File: config.mk
export PLATFORM = sky130hd
export DESIGN_NAME = inst_fetch_ctrl
export DESIGN_NICKNAME = d
export VERILOG_FILES = /design/src/rtl/inst_fetch_ctrl.sv
export SDC_FILE = /design/constraint.sdc
export NUM_CORES = 1
export LEC_CHECK = 0
export BUFFER_PORTS_ARGS = -buffer_cell sky130_fd_sc_hd__buf_2
export CAP_MARGIN = 30
export CORE_AREA = 2 2 147 149
export DETAILED_ROUTE_END_ITERATION = 8
export DIE_AREA = 0 0 149 151
export PLACE_DENSITY = 0.59
export SLEW_MARGIN = 20
export SYNTH_ARGS = -nofsm -noshare
export SYNTH_HDL_FRONTEND = slang
export SYNTH_SLANG_ARGS = --single-unit
File: constraint.sdc
create_clock -name clk -period 7.9 [get_ports clk]
set_clock_uncertainty 0.05 [all_clocks]
set_input_delay 0.79 -clock clk [delete_from_list [all_inputs] [get_ports clk]]
set_output_delay 0.79 -clock clk [all_outputs]
set_load 0.1 [all_outputs]
File: src/rtl/inst_fetch_ctrl.sv
// ============================================================================
// inst_fetch_ctrl : IF-stage ROM sequencer with a prefetch FIFO and redirect flush
// Revision 1.0
// ============================================================================
`default_nettype none

package inst_fetch_ctrl_pkg;
  typedef enum logic {
    CHIP_DISABLE = 1'b0,
    CHIP_ENABLE  = 1'b1
  } chip_status_t;
  typedef logic [31:0] inst_addr_t;
  typedef logic [31:0] inst_t;
endpackage

module inst_fetch_ctrl
  import inst_fetch_ctrl_pkg::*;
#(
  parameter logic [31:0] RESET_PC   = 32'h0000_0000,
  parameter int          ROM_WORDS  = 131071,
  parameter int          FIFO_DEPTH = 2
) (
  input  logic         clk,
  input  logic         rst,
  output chip_status_t rom_ce,
  output inst_addr_t   rom_pc,
  input  inst_t        rom_inst,
  input  logic         redirect_valid,
  input  logic [31:0]  redirect_pc,
  input  logic         out_ready,
  output logic         out_valid,
  output logic [31:0]  out_inst,
  output logic [31:0]  out_pc,
  output logic         out_fault
);

  localparam int          PW      = $clog2(FIFO_DEPTH);
  localparam int          CW      = PW + 1;
  localparam logic [31:0] LAST_PC = 32'(4 * ROM_WORDS - 4);
  localparam logic [CW-1:0] DEPTH_C = CW'(FIFO_DEPTH);

  typedef enum logic [1:0] {
    S_IDLE  = 2'd0,
    S_FETCH = 2'd1,
    S_FAULT = 2'd2
  } state_t;

  state_t        state, next_state;
  logic [31:0]   pc;
  logic [CW-1:0] count;
  logic [PW-1:0] rd_ptr, wr_ptr;

  logic [31:0] mem_inst  [FIFO_DEPTH];
  logic [31:0] mem_pc    [FIFO_DEPTH];
  logic        mem_fault [FIFO_DEPTH];

  logic pop, issue, pc_legal, full;

  assign full     = (count == DEPTH_C);
  assign out_valid = (count != '0);
  assign pop      = out_valid & out_ready & ~redirect_valid;
  assign issue    = (state == S_FETCH) & ~redirect_valid & (~full | pop);
  assign pc_legal = (pc[1:0] == 2'b00) && (pc <= LAST_PC);
  assign rom_pc   = pc;

  assign out_inst  = out_valid ? mem_inst[rd_ptr]  : 32'h0;
  assign out_pc    = out_valid ? mem_pc[rd_ptr]    : 32'h0;
  assign out_fault = out_valid ? mem_fault[rd_ptr] : 1'b0;

  always_ff @(posedge clk) begin
    if (rst) state <= S_IDLE;
    else     state <= next_state;
  end

  always_comb begin
    next_state = state;
    rom_ce     = CHIP_DISABLE;
    if (redirect_valid) begin
      next_state = S_FETCH;
    end else begin
      case (state)
        S_IDLE:  next_state = S_FETCH;
        S_FETCH: begin
          // An illegal pc never reaches the ROM; it becomes a fault entry instead.
          if (issue && pc_legal) rom_ce = CHIP_ENABLE;
          if (issue && !pc_legal) next_state = S_FAULT;
        end
        S_FAULT: next_state = S_FAULT;
        default: next_state = S_IDLE;
      endcase
    end
  end

  always_ff @(posedge clk) begin
    if (issue) begin
      mem_pc[wr_ptr]    <= pc;
      mem_inst[wr_ptr]  <= pc_legal ? rom_inst : 32'h0;
      mem_fault[wr_ptr] <= ~pc_legal;
    end
  end

  always_ff @(posedge clk) begin
    if (rst) begin
      pc     <= RESET_PC;
      count  <= '0;
      rd_ptr <= '0;
      wr_ptr <= '0;
    end else if (redirect_valid) begin
      pc     <= redirect_pc;
      count  <= '0;
      rd_ptr <= '0;
      wr_ptr <= '0;
    end else begin
      if (issue) begin
        wr_ptr <= wr_ptr + PW'(1);
        if (pc_legal) pc <= pc + 32'd4;
      end
      if (pop) rd_ptr <= rd_ptr + PW'(1);
      case ({issue, pop})
        2'b10:   count <= count + CW'(1);
        2'b01:   count <= count - CW'(1);
        default: count <= count;
      endcase
    end
  end

endmodule

`default_nettype wire

==> out/summary.md, run 1 <==
The run finished with clean final reports. The part of the total power dissipated in combinational logic was 15.8%; the worst relative slew slack was 40.1%. Of all flip-flops after synthesis, the portion carrying an async set or reset was 0%. The largest fanout on the critical path is 38.

Setup violations remaining at the end of the flow were counted as 0. The clock period minus final worst setup slack came out at 3630 ps. Net switching is 31.1% of the power. For the worst setup path, the data required time is 7060 ps. The hold violation count in the final report is 0, and the number of instances in the placed design is 968.

The area overhead of the layout relative to synthesis was 24.4%. The min-delay analysis places its worst path in the category flop to flop. The final layout contains 785 nets. The detailed router finished its first iteration with 287 violations. The worst setup path is captured at an output pin. The share of layout cells above drive strength 1 was 30.2%; the placed wire-length estimate was 11.4 mm. The placed instances occupy a cell area of 0.00835 mm^2. Post-synthesis cell area: 0.00722 mm^2. Number of synthesized flops with an enable pin: 130. The logs give 1520 uW for the cell-internal power and 4,908 for the via count of the first global-routing pass.

The later pin in the worst-skew pair is clocked with a latency of 430 ps. Number of buffers created by CTS: 17. The share of total power in the clock network is 37.7%, and the cell count of the worst hold path is 2. Setup repair after global routing left no endpoint under its margin.

The number of vias in the routed layout came out at 4,944. The average cell area after synthesis is 13.0 um^2, and the total leakage power is 0.00335 uW. Across every metal layer, demand over resource in global routing totals 15.4%. The core region is 0.0208 mm^2.

Data arrives at the worst endpoint at 2790 ps. Excluding fillers, the count of instances in the completed layout stands at 1,001. The first-pass GRT wire length was 26.4 mm; the die span in y was 151 um.

The floorplan step defined a die boundary enclosing 0.0225 mm^2. Dividing total power by cell area gives a power density of 246 mW/mm^2. The number of instances in the synthesized netlist is 554, and the depth of the most critical reg-to-reg path is 6. Timing would allow up to 276 MHz. The top flip-flop cell by instance count after synthesis is edfxtp_1. Counting the fill cells in the layout gives 1,958. The logs give 0.00469 mm^2 for the register area and 5060 ps for the flop-to-flop setup slack. For this run, design rule violations remaining after detail routing come to 0. Using the TritonRoute via totals, the vias-per-cell ratio works out to 4.94. The residual overflow from global routing is 0, and the aggregate negative setup slack is 0 ps.

After layout, the worst path uses 45.9% of the clock period. The clock tree synthesis step divided the H-tree into 4 levels. The worst-case IR drop observed on VDD is 0.157 mV. In the final routed layout, each cell accounts on average for 17.1 um. After synthesis the netlist holds a flip-flop and latch count of 169. Entering global routing, the biggest net connects 66 pins. The number of input and output port buffers inserted is 166, and the final routed wirelength across all metal layers is 17.1 mm.

For this run, the number of Yosys warnings is 0. The number of antenna violations at the first check in global routing is 0. TritonCTS built the clock tree. The area of the multi-input gates was 0.00240 mm^2. Routability-driven placement finished with a final weighted congestion of 0.793.

The tools report the post-CTS setup buffer count as 0. The run gives 0 as the number of resized instances in the post-cts repair step. The sequential share of power came out at 46.5%. Before antenna repair, the detailed router went through 4 iterations. The run gives 0 as the hold buffer count at cts.

The power spent charging and discharging nets is 688 uW. The die width is 149 um, and the clock sink count is 169. For this run, the register share of the synthesized area comes to 64.9%. The critical path in this run is classified as input pin to output pin.

The logs give 51 for the number of different library cells in the post-synthesis netlist and 0 for the final antenna-violating net count. In this run the count of I/O pins placed on the die edge is 167. 0 antenna diodes ended up in the layout.

After floorplanning, the core was divided into 53 placement rows. The tools report the buffer type at the clock tree root as clkbuf_16. The post-route cell area was 0.00898 mm^2; the clock-pin slew reported for the worst setup and hold paths after clock tree synthesis was 70 ps. For this configuration, the core starts out at a cell density of 34.7%. The number of max-cap violations is 0, and the worst-margin pin slew is 899 ps.

The net count of the mapped netlist is 626, and the final max-slew violation count is 0. STA classifies the critical path startpoint as an input pin. In this run the deepest clock path goes through 2 buffers.
-- kinds of logic (layout without fill, tap and decap cells) --
| family | Yosys count | after routing | synth area share (%) |
|---|---|---|---|
| AOI/OAI and AO/OA | 50 | 50 | 5.30 |
| xor gates and xnor gates | 6 | 6 | 0.728 |
| adders and majority gates | 4 | 4 | 0.693 |
| buffers and inverters | 41 | 213 | 2.17 |
| DFF | 169 | 169 | 64.9 |
| muxes | 82 | 82 | 11.4 |
| and+or+nand+nor | 202 | 202 | 14.9 |
-- layout make-up --
cell class,instances,share of cell area [%]
repair buffers,172,10.2
multi-input cells,344,26.7
flip-flops and latches,169,52.2
inverters,9,0.376
clock inverters,15,1.95
well taps,275,3.83
clock buffers,17,4.74
-- sequential cells by signal (all words and copies together) (netlist names), named ones only --
| register | count |
|---|---|
| rom_pc | 32 |
| mem_fault | 2 |
| state | 2 |
| count | 2 |
| mem_inst | 64 |
| mem_pc | 64 |
| rd_ptr | 1 |
| wr_ptr | 1 |
-- cell usage in the layout (no fill, tap or decap), types with 2 or more instances in the layout --
| cell type | count |
|---|---|
| clkbuf_16 | 17 |
| nor2b_1 | 3 |
| o31ai_1 | 2 |
| nand2b_1 | 4 |
| nor3_1 | 9 |
| or3_1 | 3 |
| nand2_1 | 13 |
| clkinv_8 | 2 |
| nor4_4 | 4 |
| o211ai_1 | 2 |
| clkinv_4 | 2 |
| mux2i_1 | 81 |
| nand4_1 | 6 |
| inv_1 | 9 |
| buf_2 | 166 |
| nor2_1 | 91 |
| a22oi_1 | 2 |
| or4_1 | 2 |
| xnor2_1 | 5 |
| and2_1 | 32 |
| clkinvlp_4 | 2 |
| inv_6 | 4 |
| a2111oi_0 | 4 |
| buf_4 | 4 |
| dfxtp_1 | 38 |
| nor4_1 | 6 |
| edfxtp_1 | 130 |
| nor2_4 | 2 |
| and3_1 | 4 |
| ha_1 | 4 |
| o2111a_1 | 2 |
| nand3_1 | 11 |
| buf_16 | 2 |
| a311oi_1 | 3 |
| a311o_1 | 5 |
| inv_8 | 4 |
| a211oi_1 | 4 |
| o21ai_0 | 6 |
| and4_1 | 6 |
| a21oi_1 | 9 |
-- cell usage after synthesis (3+ instances only) --
cell	count	area [um^2]
and2_1	33	206
clkbuf_1	23	86.3
nor4_4	4	85.1
a211oi_1	4	30.0
inv_1	9	33.8
nor4_1	6	37.5
a2111oi_0	4	35.0
a311oi_1	3	26.3
nor3_1	9	45.0
ha_1	4	50.1
a21oi_1	9	45.0
o21ai_0	6	30.0
and4_1	6	52.6
nand2b_1	4	25.0
nand3_1	11	55.1
a311o_1	5	50.1
or3_1	3	18.8
and3_1	4	25.0
nand2_1	13	48.8
edfxtp_1	130	3900
mux2i_1	81	811
xnor2_1	5	43.8
nor2_1	93	349
nor2b_1	3	18.8
nand4_1	6	37.5
dfxtp_1	39	781
buf_1	7	26.3
-- power by group through the flow --
stage	Combinational (uW)	Clock [uW]	Sequential [uW]
floorplan	205	0	1120
global placement	347	0	1050
detailed placement	351	0	1050
CTS	352	855	1030
global route	368	889	1030
finish	348	833	1030
-- critical path, cell delays in order --
cell and delay (ps):
buf_2 380, nand2b_1 290, a21o_1 320, a211oi_1 470, buf_2 520
-- layer usage --
layer  global-route usage, %  vias to the layer above  wire, um  part of all wire, %
met1                    19.4                     2407      7780                   45
met2                    25.9                      145      8240                   48
met3                    3.43                       18       815                  4.8
met5                       0                        -         0                    0
li1                        -                     2374         -                    -
met4                    5.76                        0       281                  1.6
-- stage by stage --
step | util [%] | worst slack, ps | hold WS [ps] | power (uW)
floorplan | - | 3270 | 385 | 1320
global placement | 40.0 | 4300 | 394 | 1390
detailed placement | 40.1 | 4300 | 408 | 1400
CTS | 43.0 | 4290 | 417 | 2240
global route | 43.1 | 4160 | 451 | 2290
finish | 43.1 | 4270 | 413 | 2210
-- final timing paths --
path	from	end
worst max-delay path	redirect_valid	rom_ce
worst min-delay path	state[1]$_SDFFE_PP0P_	state[1]$_SDFFE_PP0P_
worst max register to register	state[1]$_SDFFE_PP0P_	mem_inst[0][23]$_DFFE_PP_
worst min register to register	state[1]$_SDFFE_PP0P_	state[1]$_SDFFE_PP0P_
Power figures use the tool's default switching activity.
==> run 2: changes to the inputs <==
==> constraint.sdc (replaced) <==
create_clock -name clk -period 3.54 [get_ports clk]
set_clock_uncertainty 0.05 [all_clocks]
set_input_delay 0.354 -clock clk [delete_from_list [all_inputs] [get_ports clk]]
set_output_delay 0.354 -clock clk [all_outputs]
set_load 0.1 [all_outputs]
==> run 2 against run 1 <==
Against the previous run: total power is 120% higher; clock power is 120% higher; largest cell class unchanged; core utilization hardly changed.
==> out/summary.md, run 2 (synthesized netlist as in run 1, its figures left out) <==
The launch instance of the worst min-delay path was redirect_pc[21]. Once detail routing completed, the nets flagged for antenna violations numbered 0. The post-route fraction of the period consumed by the critical path was 78.5%; the hold buffer count at cts was 0.

The maximum cell stage delay along the critical path works out to 590 ps. The tools report the critical path launch point as rom_pc[13]$_SDFFE_PP0P_. For the final max-slew violation count, the log shows 0. STA classifies the critical path startpoint as a flop. After clock tree synthesis, the clock-pin slew on the worst setup and hold paths is 60 ps.

The run gives 0 as the remaining design rule violation count. The die width is 149 um. The tools report the startpoint of the worst register-to-register path as rom_pc[13]$_SDFFE_PP0P_. The data arrival time of the critical path came out at 2380 ps.

Summed over all nets, the half-perimeter wirelength after detailed placement is 11.6 mm. The class of the tightest hold or removal check is input pin to flop. Dividing the detail-routed wire length by the instance count gives 17.3 um. The run gives 0 as the post-CTS setup buffer count. The top cell types in the final layout, fill and taps aside, are buf_2, edfxtp_1, nor2_1. The H-tree depth reported by CTS was 4.

STA puts the critical path data required time at 3140 ps. After floorplanning, the core was divided into 53 placement rows. The core region area is 0.0208 mm^2, and the area overhead of the layout relative to synthesis is 24.3%. The die span in y was 151 um. The initial utilization of the core area, before any placement, comes to 34.7%.

The critical path buffer and inverter count works out to 1. Counting the buffers created by CTS gives 17. The hold violation count in the final report was 0.

In the global route stage, overall resource usage came out at 15.6%. The first-pass GRT wire length came out at 26.7 mm. TritonCTS built the clock tree. Setup repair after global routing left no endpoint under its margin. The number of input and output port buffers inserted was 166; the number of nets in the finished design was 790.

The critical path is of the flop to output pin type. For the total leakage power, the log shows 0.00335 uW. The via count of the first global-routing pass is 4,969, and the clock sink count is 169.

The signal on the critical path passes through nand4_1 > nor4_4 > a211oi_2 > buf_2. STA classifies the critical path endpoint as an output pin. The number of antenna violations at the first check in global routing was 0. The count of final setup violators came out at 0. The die covers 0.0225 mm^2.

The library cell used most frequently in the layout, excluding fill and tap cells, is buf_2. Static timing analysis puts the maximum clock frequency at 360 MHz. The largest fanout on the critical path was 9; the flop-to-flop setup slack was 1110 ps. Headroom to the max-slew limit came out at 48.3%. The routability-driven placement congestion ratio came out at 0.818. The clock latency of the later-clocked register in the worst-skew pair was 430 ps; the share of layout cells above drive strength 1 was 30.0%.

Dividing the detail-routed via count by the number of cells gives 4.93. The final layout contains routed wiring with a total length of 17.4 mm. Number of vias in the routed layout: 4,961. The aggregate negative setup slack came out at 0 ps. The number of antenna diodes in the final layout is 0. The worst path in the final design needs a cycle of 2780 ps, including I/O delays and setup.

After global routing the overflow that remains totals 0. Timing analysis after detailed placement gives a worst setup slack of 1100 ps. For this design the ratio of total power to cell area is 547 mW/mm^2. The buffer type at the clock tree root is clkbuf_16. The number of search-and-repair iterations in the first detailed-routing pass was 5. Max-cap violations in this run came to 0.

For the final setup slack of the worst path, the log shows 760 ps. The highest-delay cell along the critical path was nor4_4. The flow ran to the end, and the final reports show no timing, DRC or antenna violations. The detailed router finished its first iteration with 371 violations.

For the pin with the worst max-slew slack, the measured transition is 773 ps. The longest clock path from root to sink contains 2 buffers. I/O pin count: 167.

The cell family contributing the most delay on the critical path is simple AND/OR/NAND/NOR gates. After clock tree synthesis, the repair step resized 0 gates. VDD sags by at most 0.335 mV. Entering global routing, the biggest net connects 66 pins.
[run 2: cell count changes in the layout (fill, tap and decap cells not counted), sizes merged]
cell / delta
buf: +5
bufinv: +2
clkbuf: +6
inv: -8
[run 2: final timing paths]
check	cells past startpoint	endpoint
min	3	rom_pc[21]$_SDFFE_PP0P_
max	4	rom_ce
min reg2reg	2	state[1]$_SDFFE_PP0P_
max reg2reg	6	state[0]$_SDFFE_PP0P_
[run 2: worst register-to-register path, delay by kind of cell (launching register included)]
| kind | cells | cell delay [ps] |
|---|---|---|
| simple gates | 3 | 1190 |
| flops | 1 | 490 |
| buf+inv | 1 | 250 |
| compound gates | 2 | 370 |
[run 2: area by class of cell]
class / instances / area [um^2]
repair buffers: 177 / 933
multi-input cells: 344 / 2400
clock inverters: 9 / 129
inverters: 9 / 33.8
fillers: 1930 / 11800
flip-flops and latches: 169 / 4690
well taps: 275 / 344
clock buffers: 23 / 448
[run 2: layer usage]
layer | up-vias | wire, um | track usage (%)
met3 | 16 | 962 | 4.37
met5 | - | 0 | 0
met1 | 2409 | 7510 | 19.2
met4 | 0 | 253 | 5.29
met2 | 149 | 8670 | 26.6
li1 | 2387 | - | -
[run 2: report_power, final]
part           switching [uW]  internal, uW  leakage, uW
Combinational             621           159      0.00159
Sequential               68.9          2230      0.00149
Clock                     727          1110     0.000275
[run 2: metrics by stage]
| stage | hold slack [ps] | cells | util, % | area, um^2 | total power, uW |
|---|---|---|---|---|---|
| floorplan | 385 | 554 | - | 7230 | 2950 |
| global placement | 405 | 973 | 40.2 | 8380 | 3120 |
| detailed placement | 410 | 973 | 40.2 | 8380 | 3130 |
| CTS | 96.1 | 1005 | 43.0 | 8950 | 4970 |
| global route | 105 | 1006 | 43.1 | 8980 | 5090 |
| finish | 115 | 1006 | 43.1 | 8980 | 4910 |
